--- config.mk ---
export PLATFORM = sky130hd
export DESIGN_NAME = mem_access_unit
export DESIGN_NICKNAME = d
export VERILOG_FILES = /design/src/rtl/mem_access_unit_pkg.sv /design/src/rtl/mem_access_unit_load_align.sv /design/src/rtl/mem_access_unit.sv
export SDC_FILE = /design/constraint.sdc
export NUM_CORES = 1
export LEC_CHECK = 0
export CORE_ASPECT_RATIO = 0.6
export CORE_MARGIN = 5
export CORE_UTILIZATION = 40
export DETAILED_ROUTE_END_ITERATION = 16
export MAX_ROUTING_LAYER = met4
export PLACE_DENSITY = 0.88
export SYNTH_ARGS = -nofsm -noshare
export SYNTH_HDL_FRONTEND = slang
export SYNTH_SLANG_ARGS = --single-unit
export TNS_END_PERCENT = 50
--- constraint.sdc ---
create_clock -name clk -period 2.2 [get_ports clk]
set_clock_uncertainty 0.15 [all_clocks]
set_input_delay 0.44 -clock clk [delete_from_list [all_inputs] [get_ports clk]]
set_output_delay 0.44 -clock clk [all_outputs]
set_load 0.02 [all_outputs]
--- src/rtl/mem_access_unit_pkg.sv ---
// Shared types for the load/store path: access sizes, the bus engine state
// encoding, and the decoder's ALU/opcode constants.
package mem_access_unit_pkg;

  typedef enum logic [1:0] {
    WORD      = 2'b00,
    HALF      = 2'b01,
    BYTE      = 2'b10,
    SIZE_RSVD = 2'b11
  } size_e;

  typedef enum logic [1:0] {
    IDLE = 2'b00,
    REQ  = 2'b01,
    RESP = 2'b10
  } state_e;

  typedef enum logic [3:0] {
    ALU_ADD, ALU_SUB, ALU_AND, ALU_OR, ALU_XOR,
    ALU_SLL, ALU_SRL, ALU_SRA, ALU_SLT, ALU_SLTU
  } alu_op_e;

  typedef enum logic [6:0] {
    OP_LOAD  = 7'b0000011,
    OP_STORE = 7'b0100011,
    OP_OPIMM = 7'b0010011,
    OP_OP    = 7'b0110011
  } opcode_e;

  // The reserved size code behaves as a full word everywhere downstream.
  function automatic size_e norm_size(input logic [1:0] s);
    return (s == 2'b11) ? WORD : size_e'(s);
  endfunction

  function automatic logic is_aligned(input size_e s, input logic [1:0] a);
    case (s)
      BYTE:    return 1'b1;
      HALF:    return ~a[0];
      default: return (a == 2'b00);
    endcase
  endfunction

  function automatic logic [3:0] byte_en(input size_e s, input logic [1:0] a);
    case (s)
      BYTE:    return 4'b0001 << a;
      HALF:    return 4'b0011 << {a[1], 1'b0};
      default: return 4'b1111;
    endcase
  endfunction

  function automatic logic [31:0] lane_data(input size_e s, input logic [31:0] d);
    case (s)
      BYTE:    return {4{d[7:0]}};
      HALF:    return {2{d[15:0]}};
      default: return d;
    endcase
  endfunction

endpackage

--- src/rtl/mem_access_unit_load_align.sv ---
// Moves the addressed byte/half of a bus word down to bit 0 and extends it.
module load_align
  import mem_access_unit_pkg::*;
(
  input  logic [31:0] rdata_i,
  input  logic [1:0]  addr_lo_i,
  input  size_e       size_i,
  input  logic        is_signed_i,
  output logic [31:0] data_o
);

  logic [31:0] shifted;

  // NOTE: every output of a combinational block gets a default first, so no
  // path through the case can leave it unassigned and infer a latch.
  always_comb begin
    shifted = rdata_i >> {addr_lo_i, 3'b000};
    data_o  = rdata_i;
    case (size_i)
      BYTE:    data_o = {{24{is_signed_i & shifted[7]}},  shifted[7:0]};
      HALF:    data_o = {{16{is_signed_i & shifted[15]}}, shifted[15:0]};
      default: data_o = rdata_i;
    endcase
  end

endmodule

--- src/rtl/mem_access_unit.sv ---
// Load/store bus engine: one accepted request becomes at most one word-aligned
// bus transaction, with stall, completion pulse and extended load data.
module mem_access_unit
  import mem_access_unit_pkg::*;
#(
  parameter int ACK_TIMEOUT = 16
) (
  input  logic        clk,
  input  logic        reset,
  input  logic        start,
  input  logic        mem_read,
  input  logic        mem_write,
  input  logic [1:0]  inst_size,
  input  logic        is_signed,
  input  logic [31:0] addr,
  input  logic [31:0] wdata,
  output logic        busy,
  output logic        done,
  output logic        err,
  output logic [31:0] rdata,
  output logic        bus_req,
  output logic        bus_we,
  output logic [31:0] bus_addr,
  output logic [3:0]  bus_be,
  output logic [31:0] bus_wdata,
  input  logic        bus_ack,
  input  logic [31:0] bus_rdata
);

  localparam int CW = $clog2(ACK_TIMEOUT + 1);

  state_e      state_q;
  logic [CW-1:0] cnt_q;
  logic [1:0]  addr_lo_q;
  size_e       size_q;
  logic        signed_q, we_q;
  logic        busy_q, done_q, err_q, bus_req_q, bus_we_q;
  logic [31:0] rdata_q, bus_addr_q, bus_wdata_q;
  logic [3:0]  bus_be_q;

  size_e       size_d;
  logic        bus_op_d, aligned_d;
  logic [31:0] load_data;

  assign size_d    = norm_size(inst_size);
  assign bus_op_d  = mem_read | mem_write;
  assign aligned_d = is_aligned(size_d, addr[1:0]);

  load_align u_load_align (
    .rdata_i     (bus_rdata),
    .addr_lo_i   (addr_lo_q),
    .size_i      (size_q),
    .is_signed_i (signed_q),
    .data_o      (load_data)
  );

  // NOTE: sequential state uses non-blocking assignments only, so every
  // register samples the pre-edge value of every other register.
  always_ff @(posedge clk or negedge reset) begin
    if (!reset) begin
      state_q     <= IDLE;
      cnt_q       <= '0;
      addr_lo_q   <= 2'b00;
      size_q      <= WORD;
      signed_q    <= 1'b0;
      we_q        <= 1'b0;
      busy_q      <= 1'b0;
      done_q      <= 1'b0;
      err_q       <= 1'b0;
      bus_req_q   <= 1'b0;
      bus_we_q    <= 1'b0;
      rdata_q     <= '0;
      bus_addr_q  <= '0;
      bus_wdata_q <= '0;
      bus_be_q    <= 4'b0000;
    end else begin
      done_q <= 1'b0;
      err_q  <= 1'b0;
      case (state_q)
        REQ: begin
          if (bus_ack || cnt_q == CW'(ACK_TIMEOUT - 1)) begin
            state_q   <= RESP;
            done_q    <= 1'b1;
            err_q     <= ~bus_ack;
            busy_q    <= 1'b0;
            bus_req_q <= 1'b0;
            bus_we_q  <= 1'b0;
            if (bus_ack && !we_q) rdata_q <= load_data;
          end else begin
            cnt_q <= cnt_q + 1'b1;
          end
        end
        // IDLE and the RESP (done) cycle both accept a new request.
        default: begin
          state_q <= IDLE;
          if (start) begin
            addr_lo_q <= addr[1:0];
            size_q    <= size_d;
            signed_q  <= is_signed;
            we_q      <= mem_write;
            if (bus_op_d && aligned_d) begin
              state_q     <= REQ;
              cnt_q       <= '0;
              busy_q      <= 1'b1;
              bus_req_q   <= 1'b1;
              bus_we_q    <= mem_write;
              bus_addr_q  <= {addr[31:2], 2'b00};
              bus_be_q    <= byte_en(size_d, addr[1:0]);
              bus_wdata_q <= lane_data(size_d, wdata);
            end else begin
              state_q <= RESP;
              done_q  <= 1'b1;
              err_q   <= bus_op_d;
            end
          end
        end
      endcase
    end
  end

  assign busy      = busy_q;
  assign done      = done_q;
  assign err       = err_q;
  assign rdata     = rdata_q;
  assign bus_req   = bus_req_q;
  assign bus_we    = bus_we_q;
  assign bus_addr  = bus_addr_q;
  assign bus_be    = bus_be_q;
  assign bus_wdata = bus_wdata_q;

endmodule

; Word-level counts from Yosys, hierarchy flattened
; Cells that the tools add are included.
; W data, S select, Z words.
[op_classes]
n_addsub = 1
bitwise = 6
mux = 28
eq_ne = 9
reduce_logical = 12
shift = 3
[op_table]
columns = op, count
row1 = $pmux W32 S2, 2
row2 = $shr A32 B5 Y16, 1
row3 = $mux W5, 4
row4 = $mux W1, 15
row5 = $reduce_and A3 Y1, 4
row6 = $mux W2, 5
row7 = $pmux W4 S2, 1
row8 = $eq A2 B1 Y1 const B, 3
row9 = $eq A2 B2 Y1 const B, 3
row10 = $add A5 B1 Y5 const B, 1
row11 = $eq A5 B4 Y1 const B, 1
row12 = $ne A2 B2 Y1 const B, 2
row13 = $reduce_bool A2 Y1, 2
row14 = $shl A1 B2 Y4 const A, 1
row15 = $shl A2 B2 Y4 const A, 1
row16 = $not A1 Y1, 3
row17 = $and A1 B1 Y1, 2
row18 = $logic_and A1 B1 Y1, 2
row19 = $logic_not A2 Y1, 1
row20 = $pmux W1 S2, 1
row21 = $reduce_and A2 Y1, 1
row22 = $logic_not A1 Y1, 1
row23 = $logic_or A1 B1 Y1, 1
row24 = $or A1 B1 Y1, 1
[word_totals]
ff_bits = 115
input_bits = 105
output_inout_bits = 105
word_cells = 73

; Depth between registers and ports, before layout
[depth]
depth_word = 8
depth_mapped = 7
mapped_depth_nobuf = 7

; Cells and area by module
; A second synthesis with hierarchy kept.
[unflattened]
cells_unflattened = 506
area_unflattened_um2 = 5736.8
[modules_own_cells]
columns = mod, seq_area_each_um2, cells_per_inst, area_each_um2, n_inst
row1 = mem_access_unit, 2877.8, 367, 4869.7, 1
row2 = load_align, 0.0, 139, 867.1, 1

; Least setup slack after synthesis
; OpenSTA, ideal clock, no wires.
[synth_path]
kind = in2reg
startpoint = input inst_size[0]
endpoint = register bus_wdata_q[12] (netlist: bus_wdata[12])
arrival_ns = 2.033
n_path_buf = 1
required_ns = 1.925
stages = 7
setup_time_ns = 0.125
setup_slack_ns = -0.108
cell_sequence = inv_1 -> ha_1 -> o21ai_0 -> o31ai_2 -> nor3_4 -> buf_4 -> mux2_2
[synth_between]
elab_chain_len = 6
elab_cells_between_ends = 8
classes_between = eq/ne (3) / mux (3) / reduce/logical (2)
[synth_lines]
columns = element, line
row1 = start: declaration, mem_access_unit.sv:13  ; input logic [1:0] inst_size,
row2 = $eq A2 B2 Y1, mem_access_unit_pkg.sv:32  ; return (s == 2'b11) ? WORD : size_e'(s);
row3 = $mux W2 *, mem_access_unit_pkg.sv:32
row4 = $eq A2 B1 Y1 or $eq A2 B2 Y1 (tied branches), "mem_access_unit_pkg.sv:36, mem_access_unit_pkg.sv:52"
row5 = $pmux W1 S2, mem_access_unit_pkg.sv:36  ; case (s)
row6 = $logic_and A1 B1 Y1, mem_access_unit.sv:101  ; if (bus_op_d && aligned_d) begin
row7 = $reduce_and A3 Y1 (no line), -
row8 = end signal: assignment, mem_access_unit.sv:109  ; bus_wdata_q <= lane_data(size_d, wdata);
row9 = end: declaration, mem_access_unit.sv:38  ; logic [31:0] rdata_q, bus_addr_q, bus_wdata_q;
; Every way passes the cells marked *; elsewhere a longest branch is shown, timed or not.
; A chain may end at the register's enable or synchronous reset.

; Final worst setup path
[layout_path]
startpoint = input inst_size[1]
endpoint = register bus_wdata_q[1] (netlist: bus_wdata[1])
[layout_between]
elab_chain_len = 6
elab_cells_between_ends = 7
classes_between = eq/ne (3) / mux (2) / reduce/logical (2)
[layout_lines]
columns = element, line
row1 = $eq A2 B2 Y1, mem_access_unit_pkg.sv:32
row2 = $mux W2 *, mem_access_unit_pkg.sv:32
row3 = $eq A2 B1 Y1 or $eq A2 B2 Y1 (tied branches), mem_access_unit_pkg.sv:36
row4 = $pmux W1 S2 *, mem_access_unit_pkg.sv:36
row5 = $logic_and A1 B1 Y1 *, mem_access_unit.sv:101
row6 = $reduce_and A3 Y1 (no line) *, -
; Marked as above.

==> metrics.csv <==
metric;value;unit
ant_nets;0;
num_rows;33;
ir_worst_vdd;597;uV
r2r.worst_path.cells;7;
yosysMostFrequentCell;dfrtp_1;
cp.required;2.33;ns
cp_data_arrival_time;2.23;ns
hold_viol_final;0;
syn_area;5540;sq um
synth_ff_type;dfrtp_1;
power.switching;3.51;mW
cp_slowest_cell;mux2_2;
hp-class;reg2reg;
crit_top_cell;buf_6;
share_comb_of_total_power;0.411;
crit_chain;dlygate4sd2_1 > buf_6 > ha_4 > o21ai_4 > o31ai_4 > nor3_4 > buf_6 > buf_12 > bufbuf_16 > mux2_2;
cts_max_level;4;
maxSlewHeadroom;0.571;
grt_pass1_wl;27.8;mm
fmax;475;MHz
syn-instance-count;495;
core;13600;sq um
first_pass_iters;5;
ios;210;
synth-seq-cells;115;
regToRegStartpoint;cnt_q[0];
vias_per_cell;5.28;
setup_violations;0;
antenna_found_initial;0;
drive_gt1_frac;0.217;
seq_area_frac_synth;0.519;
synth_edf_count;0;
fin_cells;923;
post-place-cells;878;
p_seq_frac;0.322;
clkPwrFrac;0.266;
area_growth;58.6;%
synth_commonest_cells;dfrtp_1 (115), mux2_2 (70), nand2_1 (46);
synth_top_area_cell;dfrtp_1;
period_share;0.956;
num_vias;4870;
gp_congestion;0.998;
cts_tree;yes;
cpPeakStageDelay;0.32;ns
final_area;8790;sq um
nFillCells;1023;
wl_per_cell;19.1;um
critical_path_class;in2reg;
cts_root_buf;clkbuf_16;
status;finished clean;
cp_num_cells;10;
post_dp_cell_area;7950;sq um
post-route-drc-count;0;
async_flop_share;1.00;
switching_share;0.340;
crit_start;inst_size[1];
setup.worst_path.end;bus_wdata[1];
static-leakage-power;3.84;nW
yosys-top-cells-area;dfrtp_1 (52%), mux2_2 (14%), a21oi_1 (4.0%), nand2_1 (3.1%), nand3_1 (3.0%);
io_buffers;207;
die_w;162;um
rsz0062_at_grt;no;
dp_hpwl;13.0;mm
cts_inserted_buffers;17;
setup_tns;0;ns
critPathBufInv;5;
die_y;101;um
startpoint_type;primary input;
nNetsFinal;848;
routed_wl;17.6;mm
worstMarginPinSlew;0.642;ns
overflow;0;
clkSlewWorstSetupHoldPaths;0.06;ns
powerDensity;1170;nW/um^2
n_antenna_cell;0;
yosys_warnings;0;
synth_top_area_share;0.519;
clk-insertion-delay-late;0.39;ns
timing.final.crit_period;2.10;ns
clock_sinks;115;
rrSetupSlack;0.14;ns
cap_violations;0;
postSynthAreaPerCell;11.2;sq um
start_util;0.407;
end_kind;register;
grt_usage;0.223;
p_int;6.81;mW
cts_buffer_depth;2;
reg2reg_to;bus_we;
ys_types;46;
crit_family;buffers and inverters;
path_max_fanout;6;
grt_pass1_vias;4974;
slew_viol_final;0;
grt_max_degree;68;
detail_route.iter0.violations;290;
die-area;16400;sq um
[sequential cells by signal (all words and copies together) (netlist names), 2 cells and up]
| register | count |
|---|---|
| bus_addr | 30 |
| bus_be | 4 |
| rdata | 32 |
| cnt_q | 5 |
| addr_lo_q | 2 |
| bus_wdata | 32 |
| state_q | 2 |
| size_q | 2 |
[worst register-to-register path: stages, from the launching register on]
cell,delay (ns)
dfrtp_1,0.40
ha_1,0.24
and3_1,0.19
ha_1,0.22
nor4b_2,0.33
buf_4,0.23
o21ai_0,0.09
o22ai_1,0.13
[logic make-up after synthesis]
| group | synth area share |
|---|---|
| xor+xnor | 0.00158 |
| flops | 0.519 |
| other cells | 0.000677 |
| compound gates | 0.131 |
| fa+ha+maj | 0.0181 |
| buf+inv | 0.0580 |
| mux | 0.165 |
| simple gates | 0.107 |
[timing repair]
action | in CTS | in global routing
hold endpoints to repair | 67 | 0
endpoints found under the setup margin | 66 | 30
cloned | 4 | 0
hold buffers | 1 | 0
setup buffers | 6 | 2
gates resized for setup | 13 | 2
pin swaps | 2 | 2
[final cells by class]
class                           count  area, sq um  share of cell area
Sequential cell                   115         2880               0.327
Inverter                           30          113              0.0128
Clock inverter                     13          159              0.0181
Tap cell                          175          219              0.0249
Timing Repair Buffer              255         2600               0.296
Multi-Input combinational cell    316         2390               0.271
Clock buffer                       19          433              0.0492
[power by group through the flow]
stage	combinational (mW)	clock, mW	sequential, mW
detailed placement	4.17	0	3.35
finish	4.25	2.75	3.33
global route	4.49	2.89	3.43
CTS	4.27	2.79	3.33
floorplan	1.13	0	4.18
global placement	4.07	0	3.31
[per-layer routing]
layer | share of wire | up-vias | global-route usage
met1 | 0.45 | 2416 | 0.311
li1 | - | 2241 | -
met2 | 0.47 | 194 | 0.334
met3 | 0.068 | 19 | 0.0480
met5 | 0 | - | -
met4 | 0.014 | 0 | 0.0591
[placed cells by master, fill, tap and decap left out, types with 8 or more instances in the layout]
master             n
clkdlybuf4s50_1  202
dfrtp_1          115
mux2_2            70
nand2_1           46
a21oi_1           44
buf_4             36
nand3_1           33
inv_1             29
o21ai_0           18
clkbuf_16         17
nor2_1            10
a22o_1             9
a221oi_1           8
mux2i_1            8
[how the worst min path moves through the flow]
| stage | depth (start not counted) | slack [ns] | endpoint | from |
|---|---|---|---|---|
| 6_report | 2 | 0.33 | rdata[2] | rdata[2] |
| 5_1_grt | 3 | 0.35 | addr_lo_q[1] | addr[1] |
| 4_1_cts | 2 | 0.34 | rdata[7] | rdata[7] |
| 3_5_place_dp | 2 | 0.33 | rdata[11] | reset |
| 3_3_place_gp | 2 | 0.32 | rdata[15] | reset |
| 2_1_floorplan | 0 | -0.006 | addr_lo_q[0] | reset |
[per-stage QoR]
stage | power (mW) | hold WS, ns | utilization | setup slack (ns)
floorplan | 5.31 | -0.00559 | - | 0.0279
global placement | 7.38 | 0.315 | 0.583 | -0.427
detailed placement | 7.52 | 0.326 | 0.583 | -0.480
CTS | 10.4 | 0.338 | 0.644 | 0.0222
global route | 10.8 | 0.347 | 0.645 | 0.00281
finish | 10.3 | 0.327 | 0.645 | 0.0958
(Power assumes the default switching activity.)
==> variant: new RTL, same settings <==
The parameter `ACK_TIMEOUT` goes from 16 to 8.
--- a/src/rtl/mem_access_unit.sv
+++ b/src/rtl/mem_access_unit.sv
@@ -4,5 +4,5 @@
   import mem_access_unit_pkg::*;
 #(
-  parameter int ACK_TIMEOUT = 16
+  parameter int ACK_TIMEOUT = 8
 ) (
   input  logic        clk,
Function: same outputs for any inputs over 4 cycles, from zero or initial values and one cycle with reset low; that may be too few to reach the edited logic, so the function may still have changed.
==> variant against the original RTL <==
  * Final cell count up 0.22%
  * Setup slack worse by 0.055 ns
  * Routed wire length up 6.6%
  * Maximum frequency down 2.5%
  * Critical path type unchanged
  * Sequential cell count fell by 1
  * Largest cell class unchanged
  * Cell area up 1.5%
  * Critical endpoint is now bus_wdata[23]$_DFFE_PN0P_
  * Total power is 3.1% higher
  * Die area fell by 1.5%
  * Synthesized area fell by 1.6%
  * Sequential share of layout area down 0.77 points
  * Utilization rose by 1.6 points
==> variant: results (changes against the original RTL) <==
- Final net count: 849 (+0.12%)
- CP Max Fanout: 8 (+2)
- Layout cells sized above 1: 22.5% (+0.88 points)
- Share of the yosys chip area belonging to registers: 52.3% (+0.39 points)
- Vias after detailed routing: 4938 (+1.4%)
- Switching Fraction: 33.2% (-0.81 points)
- FFs & Latches: 114 (-0.87%)
- First-pass GRT wire length: 29200 um (+5.0%)
- Mux contribution to synthesized area: 16.7% (+0.22 points)
- Post-synth top cells: 114 x dfrtp_1, 65 x mux2_2, 45 x nand2_1
- Buffer share of cell area: 30.5% (+0.85 points)
- Via/cell ratio: 5.34 (+1.2%)
- Vias in the first global route: 5129 (+3.1%)
- Post-synthesis adder-cell area fraction: 1.61% (-0.20 points)
- Placed Instances: 877 (-0.11%)
- Total Wirelength: 18800 um (+6.6%)
- FILL cells: 996 (-2.6%)
- VDD IR max: 0.000637 V (+6.7%)
- Area of the multi-input gates: 0.00236 mm^2 (-1.1%)
- Run status: finished, final reports clean
- TritonRoute pass-1 iters: 7 (+2)
- R2r startpoint: state_q[0]$_DFFE_PN0P_
- Setup WS pre-CTS: -0.717 ns (-0.238 ns)
- Largest net degree at the start of global routing: 39 (-43%)
- Min-delay src: rdata[16]$_DFFE_PN0P_
- Worst Setup SP: addr[1]
- GPL Wtd Cong: 0.963 (-3.5%)
- Comb_multi_in: 312 (-1.3%)
- Seq/total area: 32.0% (-0.77 points)
- Register area: 0.00285 mm^2 (-0.87%)
## variant: cell count changes after synthesis, sizes merged, moves of 2 or more
| cell | unedited run | this run |
|---|---|---|
| o21ai | 19 | 13 |
| and2b | 2 | 0 |
| a21o | 0 | 2 |
| mux2i | 8 | 10 |
| nor2b | 7 | 10 |
| a21oi | 44 | 41 |
| o2bb2ai | 6 | 8 |
| a21boi | 1 | 3 |
## variant: final timing paths
| path | end | slack, ns |
|---|---|---|
| max reg2reg | bus_wdata[23]$_DFFE_PN0P_ | 0.25 |
| min | rdata[16]$_DFFE_PN0P_ | 0.34 |
| min in group asynchronous | bus_wdata[28]$_DFFE_PN0P_ | 0.39 |
| max in group asynchronous | bus_we$_DFFE_PN0P_ | 0.84 |
| max | bus_wdata[23]$_DFFE_PN0P_ | 0.04 |
| min reg2reg | rdata[16]$_DFFE_PN0P_ | 0.34 |
## variant: power groups by stage
stage	Clock (W)	Sequential [W]	Combinational, W
floorplan	0	0.00416	0.00110
global placement	0	0.00330	0.00405
detailed placement	0	0.00334	0.00413
CTS	0.00311	0.00332	0.00429
global route	0.00321	0.00341	0.00451
finish	0.00305	0.00331	0.00428
## variant: routing by layer
layer / up-vias / share of wire (%) / track usage, % / routed length, um
met5: - / 0 / - / 0
met4: 0 / 1.1 / 5.50 / 214
met3: 23 / 7.0 / 5.21 / 1320
met2: 230 / 46 / 36.3 / 8720
met1: 2441 / 45 / 32.9 / 8500
li1: 2244 / - / - / -
## variant: timing repair
item,CTS,global route
pin swaps,3,2
hold endpoints to repair,28,0
hold buffers,1,0
setup buffers,7,2
setup endpoints to repair,69,28
cloned,6,0
gates resized for setup,19,6
## variant: worst min-delay path, delay by kind of cell (launching register included)
kind	cells	cell delay [ns]
flops	1	0.33
simple gates	2	0.12
